===== config.mk =====
export PLATFORM = sky130hd
export DESIGN_NAME = product_bcd_converter_flat
export DESIGN_NICKNAME = d
export VERILOG_FILES = /design/src/rtl/product_bcd_converter_if.sv /design/src/rtl/product_bcd_converter.sv /design/src/flat_wrapper.sv
export SDC_FILE = /design/constraint.sdc
export NUM_CORES = 1
export LEC_CHECK = 0
export CAP_MARGIN = 20
export CELL_PAD_IN_SITES_DETAIL_PLACEMENT = 1
export CELL_PAD_IN_SITES_GLOBAL_PLACEMENT = 1
export CORE_MARGIN = 3
export CORE_UTILIZATION = 42
export CTS_BUF_LIST = sky130_fd_sc_hd__clkbuf_8
export CTS_CLUSTER_DIAMETER = 80
export DETAILED_ROUTE_END_ITERATION = 8
export PLACE_DENSITY_LB_ADDON = 0.1
export RECOVER_POWER = 50
export SKIP_CTS_REPAIR_TIMING = 1
export SLEW_MARGIN = 30
export SYNTH_ARGS = -nofsm -noshare
export SYNTH_HDL_FRONTEND = slang
export SYNTH_SLANG_ARGS = --single-unit

===== constraint.sdc =====
create_clock -name clk -period 1.63 [get_ports clk]
set_clock_uncertainty 0.05 [all_clocks]
set_input_delay 0.326 -clock clk [delete_from_list [all_inputs] [get_ports clk]]
set_output_delay 0.326 -clock clk [all_outputs]
set_load 0.05 [all_outputs]

===== src/rtl/product_bcd_converter_if.sv =====
// Handshake bundle between the multiplier producer, the BCD converter and the display consumer.
// The converter takes the slave modport; the environment around it takes master.
interface product_bcd_converter_if #(
    parameter int WIDTH  = 16,
    parameter int DIGITS = 5
);
    logic                  in_valid;
    logic                  in_ready;
    logic [WIDTH-1:0]      product;
    logic                  out_valid;
    logic                  out_ready;
    logic [4*DIGITS-1:0]   bcd;
    logic                  busy;

    modport master (
        output in_valid, product, out_ready,
        input  in_ready, out_valid, bcd, busy
    );

    modport slave (
        input  in_valid, product, out_ready,
        output in_ready, out_valid, bcd, busy
    );
endinterface


===== src/rtl/product_bcd_converter.sv =====
// Sequential double-dabble converter: one product in flight, one binary bit
// shifted into the BCD digit register per clock, result held in bcd until the next completion.
module product_bcd_converter #(
    parameter int WIDTH  = 16,
    parameter int DIGITS = 5
) (
    input logic clk,
    input logic areset,
    product_bcd_converter_if.slave bus
);
    localparam int CNT_W = (WIDTH > 1) ? $clog2(WIDTH) : 1;
    localparam int BCD_W = 4 * DIGITS;

    typedef enum logic [1:0] {IDLE, SHIFT, DONE} state_t;

    state_t             state;
    state_t             state_next;
    logic [WIDTH-1:0]   bin_sr;
    logic [BCD_W-1:0]   digits;
    logic [BCD_W-1:0]   adjusted;
    logic [BCD_W-1:0]   shifted;
    logic [CNT_W-1:0]   cnt;
    logic [BCD_W-1:0]   bcd_reg;
    logic               last_step;

    assign last_step = (cnt == CNT_W'(WIDTH - 1));

    // Add-3 stays inside each 4-bit digit; no carry crosses digit boundaries.
    always_comb begin
        adjusted = digits;
        for (int d = 0; d < DIGITS; d++) begin
            if (digits[4*d +: 4] >= 4'd5)
                adjusted[4*d +: 4] = digits[4*d +: 4] + 4'd3;
        end
        shifted = {adjusted[BCD_W-2:0], bin_sr[WIDTH-1]};
    end

    always_ff @(posedge clk) begin
        if (areset)
            state <= IDLE;
        else
            state <= state_next;
    end

    always_comb begin
        state_next = state;
        case (state)
            IDLE:    if (bus.in_valid) state_next = SHIFT;
            SHIFT:   if (last_step)    state_next = DONE;
            DONE:    if (bus.out_ready) state_next = IDLE;
            default: state_next = IDLE;
        endcase
    end

    always_comb begin
        bus.in_ready  = (state == IDLE);
        bus.out_valid = (state == DONE);
        bus.busy      = (state != IDLE);
        bus.bcd       = bcd_reg;
    end

    // bcd_reg only moves on the final shift, so the previous result survives IDLE and SHIFT.
    always_ff @(posedge clk) begin
        if (areset) begin
            bin_sr  <= '0;
            digits  <= '0;
            cnt     <= '0;
            bcd_reg <= '0;
        end else begin
            case (state)
                IDLE: begin
                    if (bus.in_valid) begin
                        bin_sr <= bus.product;
                        digits <= '0;
                        cnt    <= '0;
                    end
                end
                SHIFT: begin
                    bin_sr <= {bin_sr[WIDTH-2:0], 1'b0};
                    digits <= shifted;
                    if (last_step)
                        bcd_reg <= shifted;
                    else
                        cnt <= cnt + CNT_W'(1);
                end
                default: ;
            endcase
        end
    end
endmodule


===== src/flat_wrapper.sv =====
// flat-port wrapper written by rule: the top's interface ports become plain ports
module product_bcd_converter_flat 
#(
    parameter int WIDTH  = 16,
    parameter int DIGITS = 5
)
  (clk, areset, bus_in_valid, bus_product, bus_out_ready, bus_in_ready, bus_out_valid, bus_bcd, bus_busy);
  product_bcd_converter_if #(.WIDTH(WIDTH), .DIGITS(DIGITS)) bus_i ();
  input logic clk;
  input logic areset;
  input wire logic [$bits(bus_i.in_valid)-1:0] bus_in_valid;
  input wire logic [$bits(bus_i.product)-1:0] bus_product;
  input wire logic [$bits(bus_i.out_ready)-1:0] bus_out_ready;
  output wire logic [$bits(bus_i.in_ready)-1:0] bus_in_ready;
  output wire logic [$bits(bus_i.out_valid)-1:0] bus_out_valid;
  output wire logic [$bits(bus_i.bcd)-1:0] bus_bcd;
  output wire logic [$bits(bus_i.busy)-1:0] bus_busy;
  assign bus_i.in_valid = bus_in_valid;
  assign bus_i.product = bus_product;
  assign bus_i.out_ready = bus_out_ready;
  assign bus_in_ready = bus_i.in_ready;
  assign bus_out_valid = bus_i.out_valid;
  assign bus_bcd = bus_i.bcd;
  assign bus_busy = bus_i.busy;
  product_bcd_converter #(.WIDTH(WIDTH), .DIGITS(DIGITS)) u_core (.clk(clk), .areset(areset), .bus(bus_i));
endmodule

==> results of run 1 <==
==> final cells by class <==
| cell class | count | area, um2 | share of cell area [%] |
|---|---|---|---|
| clock buffers | 10 | 138 | 3.59 |
| multi-input cells | 232 | 1550 | 40.3 |
| well taps | 77 | 96.3 | 2.51 |
| flip-flops and latches | 62 | 1240 | 32.4 |
| clock inverters | 6 | 77.6 | 2.02 |
| repair buffers | 73 | 691 | 18.0 |
| inverters | 12 | 45.0 | 1.17 |
==> stage by stage <==
stage	setup WS [ns]	utilization (%)	cell area (um2)	std cells
3_5_place_dp	-0.142	57.4	3710	456
5_1_grt	-0.0204	59.4	3840	472
2_1_floorplan	0.0276	-	2840	325
3_3_place_gp	-0.0258	57.4	3710	456
6_report	0.0633	59.4	3840	472
4_1_cts	-0.0139	60.7	3920	472
==> synth_stat cells, types with 2 or more instances <==
library cell / number / area share, %
a211oi_1: 8 / 2.1
o31ai_1: 5 / 1.3
a311oi_1: 16 / 4.9
mux2i_1: 3 / 1.1
buf_4: 3 / 0.79
nand2b_1: 15 / 3.3
a21oi_1: 15 / 2.6
clkbuf_1: 7 / 0.93
nor2_1: 42 / 5.6
a32oi_1: 6 / 1.9
nand2_1: 47 / 6.2
o22ai_2: 7 / 3.1
o21ai_0: 16 / 2.8
dfxtp_1: 62 / 44
xnor2_1: 5 / 1.5
nor3b_1: 10 / 2.6
inv_1: 12 / 1.6
a22o_1: 2 / 0.62
nand3_1: 3 / 0.53
xor2_1: 2 / 0.62
ha_1: 11 / 4.9
mux2_2: 4 / 1.6
a21o_1: 2 / 0.53
buf_2: 7 / 1.2
==> power groups by stage <==
stage	clock (uW)	sequential [uW]	combinational [uW]
final	1470	1580	303
after global routing	1590	1590	339
after CTS	1510	1580	307
after detailed placement	0	1610	303
after global placement	0	1610	293
after floorplan	0	1610	158
==> logic make-up after synthesis <==
kind of cell / Yosys count / share of synthesized area [%]
AOI/OAI and AO/OA: 81 / 21.1
muxes: 7 / 2.65
and+or+nand+nor: 126 / 20.4
xor gates and xnor gates: 7 / 2.16
DFF: 62 / 43.8
adders and majority gates: 11 / 4.86
buffers and inverters: 31 / 5.08
==> worst max-delay path, delay by kind of cell, from the launching register on <==
| kind | cells | cell delay [ns] |
|---|---|---|
| flops | 1 | 0.37 |
| compound gates | 2 | 0.33 |
| mux | 1 | 0.34 |
| fa+ha+maj | 1 | 0.17 |
| buf+inv | 1 | 0.09 |
| simple gates | 1 | 0.16 |
==> metal layers <==
| metal | vias to the layer above | track usage, % | wire, um |
|---|---|---|---|
| li1 | 1265 | - | - |
| met1 | 1263 | 26.3 | 3460 |
| met2 | 36 | 38.0 | 4120 |
| met3 | 2 | 6.11 | 218 |
| met4 | 0 | 5.22 | 31 |
| met5 | - | 0 | 0 |
==> worst min-delay path by stage <==
stage / depth (start not counted) / from / end
6_report: 2 / u_core.digits[17] / u_core.digits[17]
3_5_place_dp: 2 / u_core.digits[17] / u_core.digits[17]
3_3_place_gp: 2 / u_core.digits[17] / u_core.digits[17]
5_1_grt: 2 / u_core.bin_sr[0] / u_core.bin_sr[1]
2_1_floorplan: 2 / u_core.digits[17] / u_core.digits[17]
4_1_cts: 2 / u_core.digits[17] / u_core.digits[17]
==> results.py, run 1 <==
metrics = {
    "power": {
        "leakage_uw": 0.00159,
        "seqPwrFrac_pct": 47.2,
        "p_sw_uw": 766,
        "p_total_uw": 3350,
        "power_frac_comb_pct": 9.1,
        "ir_drop_v": 0.000553,
        "p_int_uw": 2590,
        "swShare_pct": 22.9,
        "power_density_mw_per_mm2": 874,
        "pwr-share-clk_pct": 43.8,
    },
    "floorplan": {
        "fp.dieH_um": 88.1,
        "ios": 43,
        "die_area_mm2": 0.00777,
        "coreArea_mm2": 0.00646,
        "rows": 29,
        "die_w_um": 88.1,
        "start_util_pct": 43.9,
    },
    "route": {
        "drc": 0,
        "viasPerCell": 5.44,
        "num_vias": 2566,
        "drtPass1Iterations": 4,
        "ant_nets": 0,
        "wl_per_cell_um": 16.6,
        "wirelength_um": 7830,
        "drt_iter0_markers": 55,
    },
    "clock_tree": {
        "clock_path_buffers": 2,
        "clkLatencyLatePin_ns": 0.33,
        "cts.sinks": 62,
        "clockRootBuffer": "clkbuf_8",
        "cts_buffers": 9,
        "h-tree-depth": 3,
        "tritoncts": "yes",
        "clkTransAtPathRegs_ns": 0.07,
    },
    "sta": {
        "period_needed_ns": 1.57,
        "hold_ws_ns": 0.414,
        "final_hold_viol_count": 0,
        "period_share_pct": 96.1,
        "setup_viol": 0,
        "final-max-slew-violation-count": 0,
        "slew_headroom_pct": 64.7,
        "tns_ns": 0,
        "rsz0062_at_grt": "yes",
        "fmax_mhz": 638,
        "worst_pin_slew_ns": 0.528,
    },
    "setup_path": {
        "crit_fanout": 3,
        "critPathCapture": "u_core.bus.bcd[6]",
        "crit_path_start": "u_core.digits[5]",
        "rr_worst_depth": 6,
        "crit_path_end_kind": "flip-flop",
        "cp_cell_sequence": "inv_1 -> ha_1 -> nand2b_1 -> a21oi_2 -> mux2_4 -> o22ai_2",
        "slowest_stage": "dfxtp_1",
        "crit_required_ns": 1.85,
        "critical-path-max-stage-delay_ns": 0.37,
        "reg2reg_to": "u_core.bus.bcd[6]",
        "critical_path_class": "flip-flop to flip-flop",
        "r2r-start": "u_core.digits[5]",
        "crit_arrival_ns": 1.79,
        "start_kind": "flip-flop",
        "r2r_setup_slack_ns": 0.06,
    },
    "layout": {
        "final_common_cell": "dfxtp_1",
        "insertedDiodeCount": 0,
        "fillers": 749,
        "fin_nets": 421,
        "layout-drive-gt1-share_pct": 23.8,
        "mostFrequentLayoutCells": "59 x dfxtp_1, 47 x nand2_1, 40 x nor2_1, 25 x buf_4, 18 x clkdlybuf4s50_1",
        "area_growth_syn_to_layout_pct": 35.4,
    },
    "placed_design": {
        "dp_hpwl_um": 5470,
        "place_congestion": 0.727,
        "numPortBuffers": 42,
    },
    "yosys": {
        "yosys_warnings": 0,
        "async_flop_share_pct": 0,
        "yosysSeqAreaShare_pct": 43.8,
        "avgSynthCellArea_um2": 8.72,
        "ys.flop_type": "dfxtp_1",
        "synthDistinctLibCells": 39,
        "synth-seq-cells": 62,
        "synth_area_mm2": 0.00283,
        "syn_nets": 356,
        "synthCells": 325,
        "synth_enable_flop_cells": 0,
    },
    "global_route": {
        "grt_max_degree": 31,
        "overflow": 0,
        "grt_pass1_wl_um": 13200,
        "grt_usage_pct": 21.7,
        "grt_pass1_vias": 2709,
        "antenna_found_initial": 0,
    },
    "worst_hold_path": {
        "hold_class": "flip-flop to flip-flop",
    },
    "outcome": {
        "status": "finished clean",
    },
    "run": {
        "drv_cap": 0,
    },
}
Power figures use the tool's default switching activity.
==> run 2, diff against run 1 <==
==> constraint.sdc (replaced) <==
create_clock -name clk -period 1.8 [get_ports clk]
set_clock_uncertainty 0.05 [all_clocks]
set_input_delay 0.36 -clock clk [delete_from_list [all_inputs] [get_ports clk]]
set_output_delay 0.36 -clock clk [all_outputs]
set_load 0.05 [all_outputs]
==> run 2 against run 1 <==
Utilization decreased by 5.4 points. Sequential power decreased by 9%. Cell count decreased by 3.2%. Sequential share of layout area increased by 3.2 points. First-iteration DRC count increased by 9.1%. Critical path depth unchanged. Critical endpoint is now u_core.digits[11]. Sequential cell count unchanged. Setup slack improved by 0.052 ns. Combinational power decreased by 15%. Total power decreased by 18%.
==> results.py, run 2 (synthesis results as in run 1) <==
metrics = {
    "outcome": {
        "status": "finished clean",
    },
    "global_route": {
        "grt_usage_pct": 19.7,
        "grt_pass1_vias": 2463,
        "busiest_layer": "met2",
        "use_met2_pct": 32.5,
        "grt_pass1_wl_um": 11900,
        "grtUsageMet3_pct": 3.39,
        "grt_max_degree": 31,
        "overflow": 0,
        "antenna_found_initial": 0,
        "grtUsageMet1_pct": 25.6,
    },
    "setup_path": {
        "start_kind": "primary input",
        "critical-path-max-stage-delay_ns": 0.55,
        "crit_required_ns": 1.97,
        "slowest_stage": "dlygate4sd3_1",
        "cp_cell_sequence": "dlygate4sd3_1 -> o21ba_1 -> clkbuf_1 -> o31ai_1 -> a32oi_1 -> nor2_1",
        "crit_path_end_kind": "flip-flop",
        "cp_num_buf_inv": 2,
        "crit_family": "buffers and inverters",
        "crit_fanout": 7,
        "critical_path_class": "primary input to flip-flop",
        "crit_arrival_ns": 1.85,
    },
    "power": {
        "leakage_uw": 0.00129,
        "power_density_mw_per_mm2": 784,
        "ir_drop_v": 0.000537,
    },
    "placed_design": {
        "numPortBuffers": 42,
        "dpl_worst_slack_ns": 0.00619,
        "postPlaceCellArea_mm2": 0.00339,
        "place_congestion": 0.738,
        "dp_hpwl_um": 5100,
    },
    "clock_tree": {
        "cts.sinks": 62,
        "tritoncts": "yes",
        "clkLatencyLatePin_ns": 0.33,
        "clock_path_buffers": 2,
        "h-tree-depth": 3,
        "clockRootBuffer": "clkbuf_8",
        "clkTransAtPathRegs_ns": 0.06,
        "cts_buffers": 9,
    },
    "layout": {
        "insertedDiodeCount": 0,
        "fillers": 768,
        "fin_nets": 407,
        "design_area_mm2": 0.00349,
        "layout-drive-gt1-share_pct": 12.4,
        "mostFrequentLayoutCells": "62 x dfxtp_1, 47 x nand2_1, 40 x nor2_1, 21 x clkbuf_1, 18 x clkdlybuf4s50_1",
        "final_common_cell": "dfxtp_1",
        "area_growth_syn_to_layout_pct": 23.0,
    },
    "route": {
        "num_vias": 2422,
        "drc": 0,
        "drtPass1Iterations": 4,
        "wirelength_um": 7020,
        "drt_iter0_markers": 60,
        "ant_nets": 0,
        "wl_per_cell_um": 15.4,
        "viasPerCell": 5.30,
    },
    "floorplan": {
        "coreArea_mm2": 0.00646,
        "die_w_um": 88.1,
        "start_util_pct": 43.9,
        "die_area_mm2": 0.00777,
        "rows": 29,
        "fp.dieH_um": 88.1,
        "ios": 43,
    },
    "sta": {
        "worst_pin_slew_ns": 0.629,
        "period_share_pct": 93.6,
        "period_needed_ns": 1.68,
        "setup_viol": 0,
        "final-max-slew-violation-count": 0,
        "tns_ns": 0,
        "fin_ws_ns": 0.115,
        "slew_headroom_pct": 58.2,
        "fmax_mhz": 594,
        "rsz0062_at_grt": "no",
        "final_hold_viol_count": 0,
    },
    "run": {
        "drv_cap": 0,
    },
    "worst_hold_path": {
        "hold_class": "flip-flop to flip-flop",
    },
}
run 2: changes by cell type in the layout (fill, tap and decap cells not counted), sizes merged:
cell / before / now
bufinv: 2 / 0
dlymetal6s2s: 8 / 0
buf: 33 / 19
inv: 14 / 15
clkbuf: 23 / 32
clkinv: 2 / 1
run 2: final timing paths:
| check | from | to | slack [ns] | cells past startpoint |
|---|---|---|---|---|
| max | bus_in_valid | u_core.digits[11] | 0.12 | 6 |
| min | u_core.digits[17] | u_core.digits[17] | 0.41 | 2 |
| max reg2reg | u_core.digits[12] | u_core.digits[14] | 0.12 | 6 |
| min reg2reg | u_core.digits[17] | u_core.digits[17] | 0.41 | 2 |
run 2: through the flow:
stage | hold slack [ns] | instances | util [%] | power, uW
2_1_floorplan | 0.375 | 325 | - | 1600
3_3_place_gp | 0.385 | 442 | 52.5 | 1720
3_5_place_dp | 0.405 | 442 | 52.5 | 1730
4_1_cts | 0.421 | 457 | 55.1 | 2780
5_1_grt | 0.462 | 457 | 54.0 | 2870
6_report | 0.413 | 457 | 54.0 | 2730
run 2: power breakdown:
group	switching, uW	internal (uW)	leakage (uW)	total, uW
sequential	22.6	1410	0.000504	1430
clock	495	550	0.0000990	1040
combinational	136	123	0.000684	259
total	654	2080	0.00129	2730
run 2: per-layer routing:
metal	share of wire (%)	wire, um
met3	2.5	174
met1	48	3390
met4	1.4	97
met5	0	0
met2	48	3360
run 2: worst reg2reg max path: stages (launching register included):
cell      delay, ns
dfxtp_1        0.34
inv_1          0.10
ha_1           0.27
nand2b_1       0.12
a21oi_2        0.21
mux2_2         0.38
o21ai_0        0.14
run 2: area by class of cell:
cell class | count | area, um2 | area share, %
sequential | 62 | 1240 | 35.6
inverter | 12 | 45.0 | 1.29
multi-input combinational | 232 | 1460 | 41.9
clock buffer | 11 | 151 | 4.34
timing repair buffer | 59 | 474 | 13.6
clock inverter | 4 | 16.3 | 0.466
tap | 77 | 96.3 | 2.76
==> run 3, diff against run 2 <==
--- a/config.mk
+++ b/config.mk
@@ -8,7 +8,7 @@
 export CAP_MARGIN = 20
 export CELL_PAD_IN_SITES_DETAIL_PLACEMENT = 1
 export CELL_PAD_IN_SITES_GLOBAL_PLACEMENT = 1
-export CORE_MARGIN = 3
+export CORE_MARGIN = 2
 export CORE_UTILIZATION = 42
 export CTS_BUF_LIST = sky130_fd_sc_hd__clkbuf_8
 export CTS_CLUSTER_DIAMETER = 80
==> run 3 against run 2 <==
Global-route usage increased by 1.0 points. Sequential power about the same. Sequential share of layout area increased by 0.45 points. Largest cell class unchanged. Die area decreased by 4.5%. Register-to-register slack about the same. Fmax increased by 0.77%. Critical path depth unchanged. Critical endpoint is now u_core.digits[10]. Via count increased by 2.1%. Sequential cell count unchanged. Cell count decreased by 0.88%. Clock power increased by 9.6%.
==> results.py, run 3 (synthesis results as in run 1) <==
metrics = {
    "outcome": {
        "status": "finished clean",
    },
    "placed_design": {
        "dp_hpwl_um": 4740,
        "dpl_worst_slack_ns": 0.0694,
        "numPortBuffers": 42,
        "place_congestion": 0.763,
        "dp.cells": 437,
    },
    "layout": {
        "fillers": 775,
        "insertedDiodeCount": 0,
        "area_growth_syn_to_layout_pct": 21.5,
        "fin_nets": 402,
        "mostFrequentLayoutCells": "62 x dfxtp_1, 47 x nand2_1, 40 x nor2_1, 22 x clkbuf_1, 17 x clkdlybuf4s50_1",
        "stdcell_count": 453,
        "layout-drive-gt1-share_pct": 12.5,
        "final_common_cell": "dfxtp_1",
        "ff_latch_area_mm2": 0.00124,
        "multi_input_comb_area_mm2": 0.00147,
    },
    "sta": {
        "fin_ws_ns": 0.128,
        "worst_pin_slew_ns": 0.606,
        "tns_ns": 0,
        "fmax_mhz": 598,
        "period_share_pct": 92.9,
        "final-max-slew-violation-count": 0,
        "hold_ws_ns": 0.283,
        "slew_headroom_pct": 59.8,
        "final_hold_viol_count": 0,
        "rsz0062_at_grt": "no",
        "period_needed_ns": 1.67,
        "setup_viol": 0,
    },
    "clock_tree": {
        "cts.sinks": 62,
        "cts_buffers": 9,
        "clock_path_buffers": 2,
        "clkTransAtPathRegs_ns": 0.07,
        "clkLatencyLatePin_ns": 0.34,
        "clockRootBuffer": "clkbuf_8",
        "tritoncts": "yes",
        "h-tree-depth": 3,
    },
    "setup_path": {
        "crit_arrival_ns": 1.89,
        "cp_cell_sequence": "inv_1 -> ha_2 -> nand2b_1 -> a21oi_1 -> mux2_2 -> o21ai_0",
        "slowest_stage": "mux2_2",
        "crit_required_ns": 2.02,
        "start_kind": "flip-flop",
        "critical-path-max-stage-delay_ns": 0.39,
        "critical_path_class": "flip-flop to flip-flop",
        "crit_fanout": 5,
        "crit_path_end_kind": "flip-flop",
    },
    "power": {
        "leakage_uw": 0.00125,
        "p_total_uw": 2810,
        "power_density_mw_per_mm2": 816,
        "ir_drop_v": 0.000596,
    },
    "floorplan": {
        "start_util_pct": 44.1,
        "ios": 43,
        "die_w_um": 86.1,
        "coreArea_mm2": 0.00642,
        "fp.dieH_um": 86.1,
        "rows": 29,
        "die_area_mm2": 0.00742,
    },
    "route": {
        "ant_nets": 0,
        "drc": 0,
        "wirelength_um": 7000,
        "drtPass1Iterations": 4,
        "num_vias": 2474,
        "wl_per_cell_um": 15.4,
        "viasPerCell": 5.46,
        "drt_iter0_markers": 88,
    },
    "global_route": {
        "grt_pass1_vias": 2579,
        "grtUsageMet1_pct": 24.4,
        "grtUsageMet3_pct": 4.91,
        "grt_pass1_wl_um": 12000,
        "overflow": 0,
        "grt_usage_pct": 20.7,
        "busiest_layer": "met2",
        "antenna_found_initial": 0,
        "use_met2_pct": 35.7,
        "grt_max_degree": 45,
    },
    "run": {
        "drv_cap": 0,
    },
    "worst_hold_path": {
        "hold_class": "primary input to flip-flop",
    },
}
run 3: cell types whose count changed in the layout (fill, tap and decap cells not counted), moves of 2 or more:
cell,before,now
a21oi_1,12,14
a21oi_2,3,1
buf_12,5,3
buf_4,14,8
ha_1,11,9
ha_2,0,2
inv_1,15,13
run 3: power by group:
group,total [uW],switching (uW),internal [uW]
clock network,1140,538,603
logic,238,133,105
registers,1430,23.3,1410
total,2810,694,2120
run 3: layout make-up:
cell class                      instances  share of cell area (%)
Multi-Input combinational cell        232                    42.6
Sequential cell                        62                    36.0
Timing Repair Buffer                   54                    11.8
Clock buffer                           12                    4.80
Tap cell                               77                    2.80
Inverter                               12                    1.31
Clock inverter                          4                   0.618
run 3: worst max-delay path, delay by kind of cell, from the launching register on:
family / cells / cell delay (ns)
DFF: 1 / 0.35
AOI/OAI and AO/OA: 2 / 0.37
muxes: 1 / 0.39
buffers and inverters: 1 / 0.11
and+or+nand+nor: 1 / 0.09
adders and majority gates: 1 / 0.24
run 3: path summary, 6_finish.rpt:
kind	startpoint	endpoint	slack [ns]	cells after the start
worst max-delay path	u_core.digits[8]	u_core.digits[10]	0.13	6
worst min-delay path	areset	u_core.bin_sr[3]	0.28	2
worst max register to register	u_core.digits[8]	u_core.digits[10]	0.13	6
worst min register to register	u_core.bin_sr[6]	u_core.bin_sr[7]	0.43	2
run 3: layer usage:
layer,share of wire (%),vias up
li1,-,1235
met1,46,1202
met2,50,28
met3,2.6,9
met4,1.8,0
met5,0,-
run 3: through the flow:
step	area, um2	utilization [%]
global placement	3330	51.9
global route	3440	53.6
finish	3440	53.6
CTS	3520	54.8
detailed placement	3330	51.9
floorplan	2840	-
